==> src/rtl/doodle_pkg.sv <==
// Shared screen geometry, motion constants and the doodle_sm one-hot state codes.
package doodle_pkg;

    localparam int H_RES         = 640;  // visible width
    localparam int V_RES         = 480;  // visible height
    localparam int V_MIDDLE      = 240;  // highest row the doodle may occupy; above this the world scrolls
    localparam int FLOOR_Y       = 510;  // doodle_sm declares DONE when object_y equals this
    localparam int START_X       = 320;
    localparam int START_Y       = 450;
    localparam int H_STEP        = 4;
    localparam int V_STEP        = 1;    // doodle_sm landing checks are equality tests, so this stays 1
    localparam int DOODLE_RADIUS = 20;

    // doodle_sm one-hot state codes, packed as {q_Done, q_Down, q_Up, q_I}
    localparam logic [3:0] I    = 4'b0001;
    localparam logic [3:0] UP   = 4'b0010;
    localparam logic [3:0] DOWN = 4'b0100;
    localparam logic [3:0] DONE = 4'b1000;

    // Decoded per-frame action
    typedef enum logic [2:0] {
        MV_HOLD,    // illegal / no state: keep everything
        MV_INIT,
        MV_UP,
        MV_DOWN,
        MV_FREEZE
    } mv_e;

endpackage

==> src/rtl/doodle_sprite_hit.sv <==
// Registered box test: is the current VGA pixel inside the doodle sprite square?
module doodle_sprite_hit
    import doodle_pkg::*;
(
    input  logic       Clk,
    input  logic       Reset,
    input  logic [9:0] hCount,
    input  logic [9:0] vCount,
    input  logic [9:0] object_x,
    input  logic [9:0] object_y,
    output logic       doodle_on
);

    logic [10:0] h11, v11, x11, y11;
    logic [10:0] x_lo, x_hi, y_lo, y_hi;
    logic        hit;

    assign h11 = {1'b0, hCount};
    assign v11 = {1'b0, vCount};
    assign x11 = {1'b0, object_x};
    assign y11 = {1'b0, object_y};

    // Box bounds in 11 bits; lower edges clamp at 0 rather than wrapping
    always_comb begin
        x_lo = (x11 < 11'(DOODLE_RADIUS)) ? 11'd0 : x11 - 11'(DOODLE_RADIUS);
        y_lo = (y11 < 11'(DOODLE_RADIUS)) ? 11'd0 : y11 - 11'(DOODLE_RADIUS);
        x_hi = x11 + 11'(DOODLE_RADIUS);
        y_hi = y11 + 11'(DOODLE_RADIUS);
        hit  = (h11 >= x_lo) && (h11 <= x_hi) && (v11 >= y_lo) && (v11 <= y_hi);
    end

    // One-cycle registered hit flag
    always_ff @(posedge Clk or negedge Reset) begin
        if (!Reset) doodle_on <= 1'b0;
        else        doodle_on <= hit;
    end

endmodule

==> src/rtl/doodle_motion.sv <==
// Per-frame doodle position update: vertical climb/fall with scroll, horizontal wrap,
// plus the sprite hit flag for the VGA pixel mux.
module doodle_motion
    import doodle_pkg::*;
(
    input  logic       Clk,
    input  logic       Reset,
    input  logic       frame_tick,
    input  logic       q_I,
    input  logic       q_Up,
    input  logic       q_Down,
    input  logic       q_Done,
    input  logic       Left,
    input  logic       Right,
    input  logic [9:0] hCount,
    input  logic [9:0] vCount,
    output logic [9:0] object_x,
    output logic [9:0] object_y,
    output logic [9:0] scroll_y,
    output logic       scroll_pulse,
    output logic       pos_valid,
    output logic       doodle_on
);

    mv_e         mv;
    logic [10:0] x11, y11;
    logic [10:0] l_wrap, l_step, r_step, r_wrap, d_step;
    logic [9:0]  hx, nx, ny, ns;
    logic        nsp;

    assign x11 = {1'b0, object_x};
    assign y11 = {1'b0, object_y};

    // Decode the one-hot state; anything not exactly one-hot holds
    always_comb begin
        case ({q_Done, q_Down, q_Up, q_I})
            I:       mv = MV_INIT;
            UP:      mv = MV_UP;
            DOWN:    mv = MV_DOWN;
            DONE:    mv = MV_FREEZE;
            default: mv = MV_HOLD;
        endcase
    end

    // Horizontal candidate: step with wrap so x stays in [0, H_RES-1]
    always_comb begin
        l_wrap = x11 + 11'(H_RES - H_STEP);
        l_step = x11 - 11'(H_STEP);
        r_step = x11 + 11'(H_STEP);
        r_wrap = r_step - 11'(H_RES);
        hx     = object_x;
        if (Left && !Right)
            hx = (x11 < 11'(H_STEP)) ? l_wrap[9:0] : l_step[9:0];
        else if (Right && !Left)
            hx = (r_step >= 11'(H_RES)) ? r_wrap[9:0] : r_step[9:0];
    end

    // Next-frame position, scroll and scroll strobe
    always_comb begin
        nx     = object_x;
        ny     = object_y;
        ns     = scroll_y;
        nsp    = 1'b0;
        d_step = y11 + 11'(V_STEP);
        case (mv)
            MV_INIT: begin
                nx = 10'(START_X);
                ny = 10'(START_Y);
                ns = 10'd0;
            end
            MV_UP: begin
                nx = hx;
                // Climbing above the middle row turns into world scroll
                if (y11 >= 11'(V_MIDDLE + V_STEP)) begin
                    ny = object_y - 10'(V_STEP);
                end else begin
                    ns  = scroll_y + 10'(V_STEP);
                    nsp = 1'b1;
                end
            end
            MV_DOWN: begin
                nx = hx;
                // Saturate exactly on FLOOR_Y so the equality landing test fires
                ny = (d_step >= 11'(FLOOR_Y)) ? 10'(FLOOR_Y) : d_step[9:0];
            end
            default: ;
        endcase
    end

    // Frame registers: only move on frame_tick; pos_valid/scroll_pulse strobe the cycle after
    always_ff @(posedge Clk or negedge Reset) begin
        if (!Reset) begin
            object_x     <= 10'(START_X);
            object_y     <= 10'(START_Y);
            scroll_y     <= 10'd0;
            scroll_pulse <= 1'b0;
            pos_valid    <= 1'b0;
        end else if (frame_tick) begin
            object_x     <= nx;
            object_y     <= ny;
            scroll_y     <= ns;
            scroll_pulse <= nsp;
            pos_valid    <= 1'b1;
        end else begin
            scroll_pulse <= 1'b0;
            pos_valid    <= 1'b0;
        end
    end

    doodle_sprite_hit u_hit (
        .Clk       (Clk),
        .Reset     (Reset),
        .hCount    (hCount),
        .vCount    (vCount),
        .object_x  (object_x),
        .object_y  (object_y),
        .doodle_on (doodle_on)
    );

endmodule

==> config.mk <==
export PLATFORM = sky130hd
export DESIGN_NAME = doodle_motion
export DESIGN_NICKNAME = d
export VERILOG_FILES = /design/src/rtl/doodle_pkg.sv /design/src/rtl/doodle_sprite_hit.sv /design/src/rtl/doodle_motion.sv
export SDC_FILE = /design/constraint.sdc
export NUM_CORES = 1
export LEC_CHECK = 0
export CORE_ASPECT_RATIO = 1.4
export CORE_MARGIN = 5
export CORE_UTILIZATION = 40
export DETAILED_ROUTE_END_ITERATION = 10
export GPL_TIMING_DRIVEN = 0
export PLACE_DENSITY = 0.61
export SLEW_MARGIN = 20
export SYNTH_ARGS = -nofsm -noshare
export SYNTH_HDL_FRONTEND = slang
export SYNTH_SLANG_ARGS = --single-unit
==> constraint.sdc <==
create_clock -name Clk -period 6.4 [get_ports Clk]
set_clock_uncertainty 0.15 [all_clocks]
set_input_delay 1.28 -clock Clk [delete_from_list [all_inputs] [get_ports Clk]]
set_output_delay 1.28 -clock Clk [all_outputs]
set_load 0.02 [all_outputs]
==> results of run 1 <==
==> cell type report <==
cell class	instances	area (um^2)
fillers	936	4660
multi-input cells	424	2910
flip-flops and latches	31	783
repair buffers	58	586
well taps	132	165
plain buffers	33	156
clock buffers	6	139
inverters	20	75.1
clock inverters	2	35.0
==> power groups by stage <==
stage,registers (mW),clock network (mW),logic (mW)
finish,0.248,0.278,0.464
global route,0.252,0.296,0.520
CTS,0.248,0.286,0.466
detailed placement,0.251,0,0.463
global placement,0.250,0,0.452
floorplan,0.271,0,0.290
==> cell usage after synthesis (all sizes together), types with 2 or more instances <==
library cell / n / share of area [%]
nand4: 8 / 1.3
and4: 2 / 0.45
o21ai: 33 / 4.2
o2111ai: 3 / 0.67
o22ai: 3 / 0.48
or3: 7 / 1.1
a41o: 2 / 0.51
o31ai: 5 / 0.96
clkbuf: 23 / 2.2
o211ai: 2 / 0.38
and3: 11 / 1.8
nand2: 55 / 5.3
o21a: 5 / 0.96
nor2b: 10 / 1.6
ha: 47 / 15
a21oi: 31 / 4.0
o211a: 2 / 0.51
buf: 10 / 1.8
xor2: 17 / 3.8
a211oi: 9 / 2.0
or4: 3 / 0.57
nor4: 4 / 0.64
o311ai: 2 / 0.64
nand2b: 10 / 1.6
and2: 4 / 0.64
a21o: 9 / 1.7
o22a: 3 / 0.67
inv: 20 / 1.9
dfstp: 6 / 4.0
xnor2: 23 / 5.1
a41oi: 4 / 0.89
nand3: 11 / 1.4
nand3b: 4 / 0.77
dfrtp: 25 / 16
nor2: 43 / 4.1
nor3: 17 / 2.5
o41ai: 2 / 0.45
a31oi: 7 / 1.1
a2111oi: 6 / 2.0
==> per-stage QoR <==
step           instances  hold slack [ns]  setup WS (ns)
2_1_floorplan        508            0.489           3.12
3_3_place_gp         697            0.388           2.53
3_5_place_dp         698            0.393           2.52
4_1_cts              706            0.400           2.80
5_1_grt              706            0.437           2.57
6_report             706            0.392           2.78
==> cells by family after synthesis <==
| logic type | Yosys count | share of synthesized area [%] |
|---|---|---|
| adder cells (fa/ha/maj) | 47 | 15.0 |
| AO/OA/AOI/OAI | 140 | 24.9 |
| other | 1 | 0.0957 |
| AND/OR/NAND/NOR | 193 | 24.6 |
| flip-flops | 31 | 20.0 |
| XOR/XNOR | 40 | 8.94 |
| multiplexers | 2 | 0.543 |
| buffers and inverters | 53 | 5.91 |
==> critical path: stages (launching register included) <==
cell,delay [ns]
dfrtp_1,0.45
ha_1,0.18
clkbuf_1,0.36
and3_1,0.27
and3_1,0.25
xnor2_1,0.14
ha_1,0.23
nor2_1,0.07
and2_1,0.16
a221oi_1,0.52
o21ai_1,0.21
a2111oi_0,0.44
a21oi_1,0.09
==> final timing paths <==
kind,from,end,slack (ns),depth (start not counted)
min,scroll_y[9],scroll_y[9],0.39,2
max in group asynchronous,Reset,object_x[8],4.97,2
max,object_x[2],object_x[8],2.78,12
min in group asynchronous,Reset,object_y[2],0.67,1
max reg2reg,object_x[2],object_x[8],2.78,12
min reg2reg,scroll_y[9],scroll_y[9],0.39,2
==> metal layers <==
layer  vias to the layer above  routed length, um
met5                         -                  0
met4                         0                142
met3                        16                429
met2                       103               6130
met1                      1901               4550
li1                       1979                  -
==> sequential cells by signal, summed over array words and instances, names as in the netlist <==
register	flops
object_x	8
object_y	10
pos_valid	1
scroll_pulse	1
scroll_y	10
u_hit.doodle_on	1
==> flow_summary.yaml, run 1 <==
grt:
  globalRoute.busiestLayer: "met2"
  grt_overflow_total: 0
  antenna_found_initial: 0
  met3_usage_pct: 2.35
  grt_pass1_wl_um: 18800
  grt_max_degree: 28
  grt_usage_pct: 19.1
  grtUsageMet2_pct: 36.6
  grt_pass1_vias: 3991
  gr-usage-met1_pct: 21.9
layout:
  area_growth_pct: 23.7
  nNetsFinal: 649
  post-route-util_pct: 51.0
  final_common_cell: "clkdlybuf4s50_1"
  final_cell_mix: "clkdlybuf4s50_1 (56), nand2_1 (55), ha_1 (47)"
  layout-drive-gt1-share_pct: 5.92
  final_area_um2: 4850
  diodes: 0
power_and_ir_drop:
  p_int_mw: 0.612
  pwr_density_cell_nw_per_um2: 204
  p_total_mw: 0.990
  switching_power_mw: 0.379
  power_frac_clock_pct: 28.1
  ir_drop_uv: 137
  power_frac_seq_pct: 25.0
  p_sw_share_pct: 38.2
  leakage_nw: 2.01
  comb_power_share_pct: 46.8
clock_tree:
  max-clock-path-buffers: 2
  hold_buffers: 0
  cts.sinks: 31
  post-cts-setup-buffers: 0
  cts-resized-gates: 0
  htreeDepth: 2
  cts_root_buf: "clkbuf_16"
  clk_latency_ns: 0.27
  cts_tree: "done"
  clk_pin_slew_ns: 0.05
  cts_inserted_buffers: 5
route:
  drt_iter0_markers: 146
  via_per_inst: 5.66
  dr_total_vias: 3999
  drcViolationCount: 0
  detail-route-antenna-nets: 0
  drt-pass1-iter-count: 4
  wire_per_inst_um: 15.9
  totalWireLength_um: 11300
floorplanning:
  num_rows: 42
  die_area_um2: 11900
  start_util_pct: 41.2
  core_area_um2: 9510
  die_w_um: 93.7
  ios: 62
  die_h_um: 127
setup_path:
  cp.arrival_ns: 3.65
  start_kind: "flip-flop"
  required_ns: 6.43
  critical_path_class: "reg2reg"
  worst_setup_path_end_kind: "flip-flop"
  path_max_fanout: 8
synth:
  synth_area_um2: 3920
  ys_seq_elements: 31
  syn_area_per_cell_um2: 7.73
  synth_ff_type: "dfrtp_1"
  ys_types: 68
  async_reset_ff_share_pct: 100
  yosysWarnings: 0
  synth_seq_area_share_pct: 20.0
  synth_cells: 507
  synth_edf_count: 0
timing:
  rsz0062_at_grt: "false"
  tns_ns: 0
  max_freq_mhz: 276
  worst_pin_slew_ns: 0.643
  final.min_clock_period_ns: 3.62
  setup_viol_count_final: 0
  finalCritPeriodShare_pct: 56.5
  hold_viol_final: 0
  relSlewSlack_pct: 56.5
  slew_violations: 0
place:
  numPortBuffers: 57
  place_hpwl_um: 8990
  routabilityCongestion: 0.894
  place_area_um2: 4670
flow_run:
  max-cap-violations: 0
worst_hold_path:
  hp-class: "reg2reg"
run_status:
  status: "completed"
No activity file was read; power rests on OpenSTA's default activity.
==> inputs of run 2 (changes only) <==
Clock period 6.4 ns to 3.4 ns, I/O delays scaled along.
==> run 2 against run 1 <==
  * Maximum frequency increased by 14%
  * Non-clock buffer count down 1
  * Sequential power up 88%
  * Setup slack worse by 2.6 ns
  * Critical path depth is 1 lower
  * Critical path type unchanged
  * Final area increased by 0.41%
  * Routed wire length rose by 0.55%
  * Critical endpoint unchanged
==> flow_summary.yaml, run 2 (synthesis results as in run 1) <==
floorplanning:
  die_w_um: 93.7
  num_rows: 42
  die_area_um2: 11900
  core_area_um2: 9510
  die_h_um: 127
  start_util_pct: 41.2
  ios: 62
route:
  via_per_inst: 5.64
  drt-pass1-iter-count: 7
  dr_total_vias: 3974
  drt_iter0_markers: 142
  detail-route-antenna-nets: 0
  wire_per_inst_um: 16.1
  totalWireLength_um: 11300
  drcViolationCount: 0
timing:
  slew_violations: 0
  setup_viol_count_final: 0
  finalCritPeriodShare_pct: 93.6
  relSlewSlack_pct: 56.1
  max_freq_mhz: 314
  holdWs_ns: 0.0733
  hold_viol_final: 0
  worst_pin_slew_ns: 0.649
  final.min_clock_period_ns: 3.18
clock_tree:
  clk_pin_slew_ns: 0.05
  max-clock-path-buffers: 2
  htreeDepth: 2
  clk_latency_ns: 0.27
  cts_root_buf: "clkbuf_16"
  post-cts-setup-buffers: 0
  cts_tree: "done"
  cts_inserted_buffers: 5
  cts-resized-gates: 1
  cts.sinks: 31
  hold_buffers: 0
grt:
  grt_max_degree: 28
  grt_usage_pct: 19.1
  grt_pass1_wl_um: 18700
  grt_pass1_vias: 3981
  grt_overflow_total: 0
  antenna_found_initial: 0
setup_path:
  critPathLaunch: "object_x[2]"
  required_ns: 3.43
  cp.arrival_ns: 3.21
  cp-endpoint: "object_x[8]"
  worst_setup_path_end_kind: "flip-flop"
  reg2reg_slack_ns: 0.22
  ff2ff_path_depth: 11
  crit-reg2reg-launch: "object_x[2]"
  start_kind: "flip-flop"
  r2r_end: "object_x[8]"
  slowest_stage: "dfrtp_1"
  path_max_fanout: 8
  path_cells: "ha_2 -> and3_1 -> and3_1 -> xnor2_1 -> ha_1 -> nor2_1 -> and2_1 -> a221oi_2 -> o21ai_1 -> a2111oi_0 -> a21oi_1"
  cpMostUsedCell: "and3_1"
  critical_path_class: "reg2reg"
  critPathMaxStageDelay_ns: 0.45
layout:
  final_common_cell: "clkdlybuf4s50_1"
  nNetsFinal: 648
  layout-drive-gt1-share_pct: 7.33
  post-route-util_pct: 51.2
  area_growth_pct: 24.2
  diodes: 0
  top_regs: "object_y (10), scroll_y (10), object_x (8)"
  final_cells: 705
  final_cell_mix: "clkdlybuf4s50_1 (56), nand2_1 (55), ha_1 (46)"
power_and_ir_drop:
  ir_drop_uv: 259
  pwr_density_cell_nw_per_um2: 384
  p_total_mw: 1.87
  leakage_nw: 2.03
place:
  numPortBuffers: 57
  place_hpwl_um: 8990
  routabilityCongestion: 0.894
  placed_cells: 698
flow_run:
  max-cap-violations: 0
worst_hold_path:
  hp-class: "in2async"
run_status:
  status: "completed"
-- run 2: critical path: cells and delay by family, from the launching register on --
family / cells / cell delay, ns
compound gates: 4 / 1.03
simple gates: 4 / 0.74
fa+ha+maj: 2 / 0.57
flops: 1 / 0.45
xor+xnor: 1 / 0.15
-- run 2: layout make-up --
class                   instances  area [um^2]
plain buffers                  32          158
repair buffers                 58          586
flip-flops and latches         31          783
clock inverters                 2         35.0
well taps                     132          165
fillers                       931         4640
multi-input cells             424         2930
inverters                      20         75.1
clock buffers                   6          139
-- run 2: power by group --
| part | switching [mW] | total, mW | leakage, nW | internal, mW |
|---|---|---|---|---|
| logic | 0.509 | 0.878 | 1.53 | 0.369 |
| clock network | 0.160 | 0.523 | 0.0868 | 0.364 |
| registers | 0.0469 | 0.467 | 0.406 | 0.420 |
-- run 2: how the worst min path moves through the flow --
stage	startpoint	end	slack [ns]	cells after the start
floorplan	Reset	object_x[2]	0.23	0
detailed placement	Reset	object_y[0]	0.37	1
global route	Reset	object_y[2]	0.08	1
finish	Reset	object_y[2]	0.07	1
global placement	scroll_y[9]	scroll_y[9]	0.39	2
CTS	Reset	object_y[2]	0.08	1
-- run 2: per-stage QoR --
step	area (um^2)	setup slack, ns	setup TNS [ns]
after detailed placement	4670	-0.139	-0.158
after global placement	4660	-0.0925	-0.0925
after CTS	4850	0.0550	0
after floorplan	3920	0.295	0
final	4870	0.219	0
after global routing	4870	-0.0443	-0.0443
-- run 2: layer usage --
| layer | GRT usage [%] | vias to the layer above | share of wire (%) |
|---|---|---|---|
| li1 | - | 1978 | - |
| met1 | 22.0 | 1883 | 41 |
| met2 | 36.6 | 96 | 54 |
| met3 | 2.35 | 17 | 3.6 |
| met4 | 5.36 | 0 | 1.3 |
| met5 | 0 | - | 0 |
==> inputs of run 3 (changes only) <==
Settings changed: CTS_CLUSTER_SIZE set to 8, MAX_ROUTING_LAYER set to met4, TNS_END_PERCENT set to 100.
==> run 3 against run 2 <==
  * Maximum frequency fell by 0.37%
  * Non-clock buffer count did not move
  * Critical endpoint is now u_hit.doodle_on
  * Global-route usage rose by 0.31 points
  * Core utilization fell by 0.079 points
  * Via count up 0.35%
  * Register-to-register slack is essentially flat
  * Critical path depth unchanged
  * Flip-flop and latch count unchanged
  * Count of clock-buffer cells in the layout unchanged
==> flow_summary.yaml, run 3 (synthesis results as in run 1) <==
grt:
  gr-usage-met1_pct: 21.3
  grt_pass1_wl_um: 18500
  antenna_found_initial: 0
  grt_max_degree: 25
  globalRoute.busiestLayer: "met2"
  grt_usage_pct: 19.5
  grtUsageMet2_pct: 35.7
  met3_usage_pct: 2.12
  grt_overflow_total: 0
  grt_pass1_vias: 4004
setup_path:
  worst_setup_path_end_kind: "flip-flop"
  cp.arrival_ns: 3.21
  critical_path_class: "reg2reg"
  crit-reg2reg-launch: "object_x[4]"
  start_kind: "flip-flop"
  cp-endpoint: "u_hit.doodle_on"
  path_max_fanout: 10
  ff2ff_path_depth: 11
  critPathLaunch: "object_x[4]"
  reg2reg_slack_ns: 0.21
  required_ns: 3.42
  r2r_end: "u_hit.doodle_on"
place:
  routabilityCongestion: 0.901
  numPortBuffers: 57
  placed_cells: 698
  place_hpwl_um: 8970
timing:
  setup_viol_count_final: 0
  final.min_clock_period_ns: 3.19
  worst_pin_slew_ns: 0.673
  rsz0062_at_grt: "true"
  finalCritPeriodShare_pct: 93.9
  hold_viol_final: 0
  slew_violations: 0
  max_freq_mhz: 313
  relSlewSlack_pct: 54.5
floorplanning:
  ios: 62
  die_h_um: 127
  die_area_um2: 11900
  core_area_um2: 9510
  die_w_um: 93.7
  num_rows: 42
  start_util_pct: 41.2
route:
  drt-pass1-iter-count: 5
  via_per_inst: 5.66
  totalWireLength_um: 11200
  wire_per_inst_um: 15.9
  drcViolationCount: 0
  dr_total_vias: 3988
  detail-route-antenna-nets: 0
  drt_iter0_markers: 184
layout:
  top_regs: "object_y (10), scroll_y (10), object_x (8)"
  final_cells: 705
  final_cell_mix: "clkdlybuf4s50_1 (56), nand2_1 (55), ha_1 (46)"
  area_growth_pct: 24.0
  layout-drive-gt1-share_pct: 6.98
  nNetsFinal: 648
  nFillCells: 945
  diodes: 0
  final_common_cell: "clkdlybuf4s50_1"
clock_tree:
  htreeDepth: 2
  cts.sinks: 31
  cts_root_buf: "clkbuf_16"
  hold_buffers: 0
  clk_latency_ns: 0.27
  cts_tree: "done"
  cts_inserted_buffers: 5
  max-clock-path-buffers: 2
  clk_pin_slew_ns: 0.05
flow_run:
  max-cap-violations: 0
power_and_ir_drop:
  pwr_density_cell_nw_per_um2: 385
  p_total_mw: 1.87
  ir_drop_uv: 216
  leakage_nw: 2.02
run_status:
  status: "completed"
worst_hold_path:
  hp-class: "in2async"
==> run 3: worst max-delay path: stages (launching register included) <==
cell	delay [ns]
dfrtp_1	0.42
clkbuf_1	0.38
clkbuf_2	0.32
o21ai_0	0.14
xor2_1	0.16
ha_1	0.31
a21o_1	0.18
a21oi_1	0.14
nor2b_1	0.06
o41ai_1	0.48
nand4_1	0.13
nor4_1	0.22
==> run 3: repair_timing <==
item                       in CTS  in global routing
resized for setup               1                  8
setup endpoints to repair       1                  2
buffers inserted                0                  0
==> run 3: layer usage <==
metal / vias to the layer above / routed length, um / part of all wire [%]
li1: 1967 / - / -
met1: 1904 / 4460 / 40
met2: 92 / 6120 / 54
met3: 25 / 378 / 3.4
met4: 0 / 288 / 2.6
met5: - / 0 / 0
==> run 3: worst min-delay path by stage <==
stage	cells after the start	endpoint	from
floorplan	0	object_x[2]	Reset
global placement	2	scroll_y[9]	scroll_y[9]
detailed placement	2	scroll_y[9]	scroll_y[9]
CTS	1	object_y[3]	Reset
global route	1	object_y[0]	Reset
finish	1	object_y[4]	Reset
==> run 3: per-stage QoR <==
stage	worst slack [ns]	instance area (um^2)	setup TNS [ns]	utilization, %	hold WS, ns
floorplan	0.295	3920	0	-	0.234
global placement	-0.0895	4660	-0.0895	49.0	0.388
detailed placement	-0.123	4670	-0.123	49.1	0.399
CTS	0.0194	4850	0	50.9	0.110
global route	-0.140	4860	-0.146	51.1	0.117
finish	0.207	4860	0	51.1	0.109
==> run 3: final cells by class <==
class	count	area [um^2]	area share (%)
multi-input cells	424	2920	60.1
inverters	20	75.1	1.54
repair buffers	58	586	12.0
plain buffers	32	156	3.22
flip-flops and latches	31	783	16.1
well taps	132	165	3.40
clock buffers	6	139	2.86
clock inverters	2	35.0	0.721
==> run 3: where the power goes <==
part / switching, mW / total (mW) / internal (mW)
logic: 0.507 / 0.876 / 0.369
registers: 0.0483 / 0.469 / 0.420
clock network: 0.160 / 0.524 / 0.364
total: 0.715 / 1.87 / 1.15
